File: config.mk
export PLATFORM = sky130hd
export DESIGN_NAME = bcd_conv_sched
export DESIGN_NICKNAME = d
export VERILOG_FILES = /design/src/rtl/bcd_conv_sched_pkg.sv /design/src/rtl/bcd_conv_sched_rr_pick.sv /design/src/rtl/bcd_conv_sched.sv
export SDC_FILE = /design/constraint.sdc
export NUM_CORES = 1
export LEC_CHECK = 0
export ABC_AREA = 1
export BUFFER_PORTS_ARGS = -buffer_cell sky130_fd_sc_hd__clkbuf_2
export CORE_AREA = 2 2 101 103
export CTS_BUF_LIST = sky130_fd_sc_hd__clkbuf_16
export DETAILED_ROUTE_END_ITERATION = 10
export DIE_AREA = 0 0 103 105
export SLEW_MARGIN = 20
export SYNTH_ARGS = -nofsm -noshare
export SYNTH_HDL_FRONTEND = slang
export SYNTH_SLANG_ARGS = --single-unit
File: constraint.sdc
create_clock -name clk -period 3 [get_ports clk]
set_input_delay 0.3 -clock clk [delete_from_list [all_inputs] [get_ports clk]]
set_output_delay 0.3 -clock clk [all_outputs]
set_load 0.03 [all_outputs]
File: src/rtl/bcd_conv_sched_pkg.sv
// Shared constants for the BCD conversion scheduler: FSM state encodings,
// operand/result widths and the default WAIT timeout.
package bcd_conv_sched_pkg;

  localparam int BIN_W           = 8;
  localparam int BCD_W           = 12;
  localparam int TIMEOUT_DEFAULT = 63;

  localparam logic [1:0] S_IDLE    = 2'd0;
  localparam logic [1:0] S_ISSUE   = 2'd1;
  localparam logic [1:0] S_WAIT    = 2'd2;
  localparam logic [1:0] S_DELIVER = 2'd3;

endpackage

File: src/rtl/bcd_conv_sched_rr_pick.sv
// Combinational round-robin pick: first set request at or above ptr,
// wrapping at N_REQ-1 so non-power-of-two requester counts stay in range.
module bcd_conv_sched_rr_pick #(
  parameter int N_REQ = 4,
  parameter int ID_W  = 2
) (
  input  logic [N_REQ-1:0] req,
  input  logic [ID_W-1:0]  ptr,
  output logic [ID_W-1:0]  gid,
  output logic             any
);

  logic [2*N_REQ-1:0] rot_full;
  logic [N_REQ-1:0]   rot;
  int                 idx;

  // Rotating a doubled copy puts the requester at ptr in bit 0.
  assign rot_full = {req, req} >> ptr;
  assign rot      = rot_full[N_REQ-1:0];

  always_comb begin
    // NOTE: every output gets a default before the search so no path leaves it unassigned (no latch).
    any = 1'b0;
    idx = 0;
    for (int i = 0; i < N_REQ; i++) begin
      if (!any && rot[i]) begin
        any = 1'b1;
        idx = int'(ptr) + i;
        if (idx >= N_REQ) idx = idx - N_REQ;
      end
    end
    gid = ID_W'(idx);
  end

endmodule

File: src/rtl/bcd_conv_sched.sv
// Round-robin scheduler sharing one external binary-to-BCD converter among
// N_REQ requesters. Optional per-requester result cache: BCD_SCHED_CACHE_EN.
module bcd_conv_sched
  import bcd_conv_sched_pkg::*;
#(
  parameter int N_REQ   = 4,
  parameter int ID_W    = 2,
  parameter int TIMEOUT = TIMEOUT_DEFAULT
) (
  input  logic                   clk,
  input  logic                   rst_n,
  input  logic [N_REQ-1:0]       req,
  input  logic [N_REQ*BIN_W-1:0] bin_flat,
  output logic [N_REQ-1:0]       ack,
  output logic [BCD_W-1:0]       bcd_out,
  output logic [ID_W-1:0]        bcd_id,
  output logic                   bcd_valid,
  output logic                   err_timeout,
  output logic                   busy,
  output logic                   conv_en,
  output logic [BIN_W-1:0]       conv_bin,
  input  logic [BCD_W-1:0]       conv_bcd,
  input  logic                   conv_valid
);

  localparam int CNT_W = $clog2(TIMEOUT + 1);

  logic [1:0]       state;
  logic [ID_W-1:0]  ptr, gid, id_reg, pick_gid, next_ptr;
  logic             pick_any, hit, timeout_hit;
  logic [BIN_W-1:0] op_reg, pick_bin;
  logic [BCD_W-1:0] res_reg, out_reg, hit_bcd;
  logic [CNT_W-1:0] cnt;

  bcd_conv_sched_rr_pick #(.N_REQ(N_REQ), .ID_W(ID_W)) u_pick (
    .req (req),
    .ptr (ptr),
    .gid (pick_gid),
    .any (pick_any)
  );

  assign pick_bin    = bin_flat[pick_gid*BIN_W +: BIN_W];
  assign next_ptr    = (gid == ID_W'(N_REQ - 1)) ? '0 : gid + 1'b1;
  // A converter strobe in the last WAIT cycle still wins over the fault.
  assign timeout_hit = (state == S_WAIT) && !conv_valid && (cnt == CNT_W'(TIMEOUT - 1));

`ifdef BCD_SCHED_CACHE_EN
  logic [BIN_W-1:0] cache_val [N_REQ];
  logic [BCD_W-1:0] cache_bcd [N_REQ];
  logic [N_REQ-1:0] cache_vld;

  assign hit     = cache_vld[pick_gid] && (cache_val[pick_gid] == pick_bin);
  assign hit_bcd = cache_bcd[pick_gid];

  always_ff @(posedge clk or negedge rst_n) begin
    // NOTE: the cache storage is reset explicitly; a stale entry after reset would return a wrong BCD.
    if (!rst_n) begin
      cache_vld <= '0;
      for (int i = 0; i < N_REQ; i++) begin
        cache_val[i] <= '0;
        cache_bcd[i] <= '0;
      end
    end else if (state == S_WAIT && conv_valid) begin
      cache_vld[gid] <= 1'b1;
      cache_val[gid] <= op_reg;
      cache_bcd[gid] <= conv_bcd;
    end
  end
`else
  assign hit     = 1'b0;
  assign hit_bcd = '0;
`endif

  always_ff @(posedge clk or negedge rst_n) begin
    // NOTE: sequential state uses non-blocking assignments so all registers update from pre-edge values.
    if (!rst_n) begin
      state   <= S_IDLE;
      ptr     <= '0;
      gid     <= '0;
      id_reg  <= '0;
      op_reg  <= '0;
      res_reg <= '0;
      out_reg <= '0;
      cnt     <= '0;
    end else begin
      case (state)
        S_IDLE: begin
          if (pick_any) begin
            gid    <= pick_gid;
            op_reg <= pick_bin;
            if (hit) begin
              res_reg <= hit_bcd;
              state   <= S_DELIVER;
            end else begin
              state   <= S_ISSUE;
            end
          end
        end
        S_ISSUE: begin
          cnt   <= '0;
          state <= S_WAIT;
        end
        S_WAIT: begin
          cnt <= cnt + 1'b1;
          if (conv_valid) begin
            res_reg <= conv_bcd;
            state   <= S_DELIVER;
          end else if (timeout_hit) begin
            ptr   <= next_ptr;
            state <= S_IDLE;
          end
        end
        S_DELIVER: begin
          out_reg <= res_reg;
          id_reg  <= gid;
          ptr     <= next_ptr;
          state   <= S_IDLE;
        end
        default: state <= S_IDLE;
      endcase
    end
  end

  assign busy        = (state != S_IDLE);
  assign conv_en     = (state == S_ISSUE);
  assign conv_bin    = conv_en ? op_reg : '0;
  assign bcd_valid   = (state == S_DELIVER);
  assign ack         = bcd_valid ? (N_REQ'(1) << gid) : '0;
  // Result and id are shown live during DELIVER, then held until the next one.
  assign bcd_out     = bcd_valid ? res_reg : out_reg;
  assign bcd_id      = bcd_valid ? gid : id_reg;
  assign err_timeout = timeout_hit;

endmodule

==> impl_metrics.tcl <==
set metrics [dict create \
    synth-edff-count 0 \
    multi_input_area_um2 1450 \
    start_kind "register" \
    cts_root_buf "clkbuf_16" \
    report.final.slew_viol_count 0 \
    clock_skew_ns 0.00248 \
    syn_avg_cell_area_um2 7.58 \
    first_iter_violations 78 \
    synth-simple-area-share_pct 42.2 \
    drt_drc_violations_left 0 \
    fin_crit_ns 2.13 \
    min_period_over_period_pct 71.1 \
    clock_sinks 46 \
    dieArea_um2 10800 \
    critPathKind "reg2out" \
    p_total_mw 3.95 \
    synth_top_area_cell "dfrtp_1" \
    rr_worst_depth 11 \
    clock_latency_ns 0.28 \
    viasPerCell 4.26 \
    num-fill-cells 1034 \
    ys_ff_latch 46 \
    routed_wl_um 6680 \
    r2r_slack_ns 0.95 \
    hold_slack_ns -0.00390 \
    hp-class "in2async" \
    final_util_pct 36.2 \
    antenna_found_initial 0 \
    n_antenna_cell 0 \
    ctsHoldBuffers 0 \
    synth_warnings 0 \
    r2r_end "op_reg[6]" \
    syn_to_final_growth_pct 22.6 \
    gp_congestion 0.822 \
    synth-async-reset-ratio_pct 100 \
    finalSetupViolCount 0 \
    grt_pass1_wl_um 11300 \
    cp-end-kind "primary output" \
    io_buffers 80 \
    hold_viol_final 18 \
    grt_max_degree 29 \
    dp_hpwl_um 5220 \
    fin_nets 514 \
    yosysSeqAreaShare_pct 40.5 \
    core-area_um2 9640 \
    cts_max_path_buffers 2 \
    synthTopCellsByArea "dfrtp_1 (40%), nand2_1 (22%), inv_1 (4.9%)" \
    overflow 0 \
    r2r_start "ptr[0]" \
    synth_top_family_by_area "simple AND/OR/NAND/NOR gates" \
    grt_setup_unrepaired "false" \
    wire_per_inst_um 11.4 \
    synth_top_area_share_pct 40.5 \
    ir_drop_mv 0.360 \
    syn_nets 437 \
    num_vias 2495 \
    synth_xor_area_share_pct 0.616 \
    worstPathArrival_ns 1.83 \
    initial_core_util_pct 29.5 \
    gr-usage-all-layers_pct 13.0 \
    drive_gt1_share_pct 29.1 \
    synth_cell_types 33 \
    tightest_slew_ns 0.549 \
    ys.flop_type "dfrtp_1" \
    cap_violations 0 \
    ioPinCount 81 \
    status "complete, but fails checks" \
    postCtsSetupRepairBufs 0 \
    ant_nets 0 \
    grt_pass1_vias 2393 \
    slew_headroom_pct 63.4 \
    synth_fa_ha_area_share_pct 4.84 \
    yosysMostFrequentCell "nand2_1" \
    leakage_nw 2.06 \
    num_rows 36 \
    violations "hold timing" \
    synth-compound-area-share_pct 3.21 \
    clkTransAtPathRegs_ns 0.06 \
    worstPathRequired_ns 2.70 \
    tns_ns 0 \
    die_w_um 103 \
    dr.pass1.iters 4 \
    syn_area_um2 2840 \
    h-tree-depth 2 \
    die_h_um 105 \
    cts_tree "yes" \
    syn_inst 375 \
    synthMuxAreaShare_pct 0 \
    max_freq_mhz 469 \
    ctsResizeCount 0 \
    ys_top_cells_by_count "nand2_1 (170), dfrtp_1 (46), inv_1 (37), nand3_1 (24), nand2_2 (12)" \
    cts_buffers 5 \
    seqCellArea_um2 1150 \
    cp_max_fo 17 \
    power.density_nw_per_um2 1130 \
]
through the flow:
| step | instance area, µm² | setup WS [ns] | cells |
|---|---|---|---|
| floorplan | 2840 | 0.810 | 375 |
| global placement | 3340 | 1.02 | 578 |
| detailed placement | 3340 | 0.943 | 578 |
| CTS | 3480 | 0.823 | 586 |
| global route | 3480 | 0.613 | 586 |
| finish | 3480 | 0.867 | 586 |
layout make-up:
type / count / share of cell area, %
Multi-Input combinational cell: 275 / 41.5
Sequential cell: 46 / 33.0
Timing Repair Buffer: 82 / 11.9
Tap cell: 133 / 4.78
Inverter: 42 / 4.70
Clock buffer: 5 / 3.59
Clock inverter: 3 / 0.503
power by group:
part           switching (mW)  leakage [nW]  internal (mW)
combinational            1.64          1.40          0.730
sequential              0.167         0.586          0.883
clock                   0.230        0.0750          0.306
total                    2.03          2.06           1.92
worst max path at each step:
stage	from	endpoint	depth (start not counted)	slack, ns
4_1_cts	state[1]	bcd_id[0]	5	0.82
6_report	state[1]	bcd_id[0]	5	0.87
2_1_floorplan	state[1]	bcd_id[0]	4	0.81
3_3_place_gp	ptr[0]	op_reg[1]	13	1.02
5_1_grt	state[1]	bcd_id[0]	5	0.61
3_5_place_dp	ptr[0]	op_reg[6]	13	0.94
cell usage in the layout, fill, tap and decap left out, drive strengths merged:
cell type and n:
a21boi 1, a21oi 3, buf 2, clkbuf 85, clkinv 3, dfrtp 46
ha 11, inv 42, nand2 190, nand3 34, nand3b 1, nand4 2
nor2 14, nor3 4, nor3b 2, o21ai 10, o31ai 1, xnor2 1
xor2 1
logic make-up (layout without fill, tap and decap cells):
family | count (synthesis) | count (layout)
simple gates | 247 | 247
buf+inv | 54 | 132
flops | 46 | 46
compound gates | 15 | 15
fa+ha+maj | 11 | 11
xor+xnor | 2 | 2
routing by layer:
layer | vias to the layer above | wire length (µm) | share of wire, % | track usage [%]
met5 | - | 0 | 0 | 0
met4 | 0 | 81 | 1.2 | 3.76
met3 | 6 | 352 | 5.3 | 1.94
met2 | 63 | 3140 | 47 | 21.5
met1 | 1123 | 3110 | 47 | 17.6
li1 | 1303 | - | - | -
worst max-delay path: stages (launching register included):
cell and delay (ns):
dfrtp_1 0.43, ha_1 0.21, inv_1 0.41, nand2_1 0.09
o21ai_0 0.14, clkbuf_2 0.27
No activity file was read; power rests on OpenSTA's default activity.
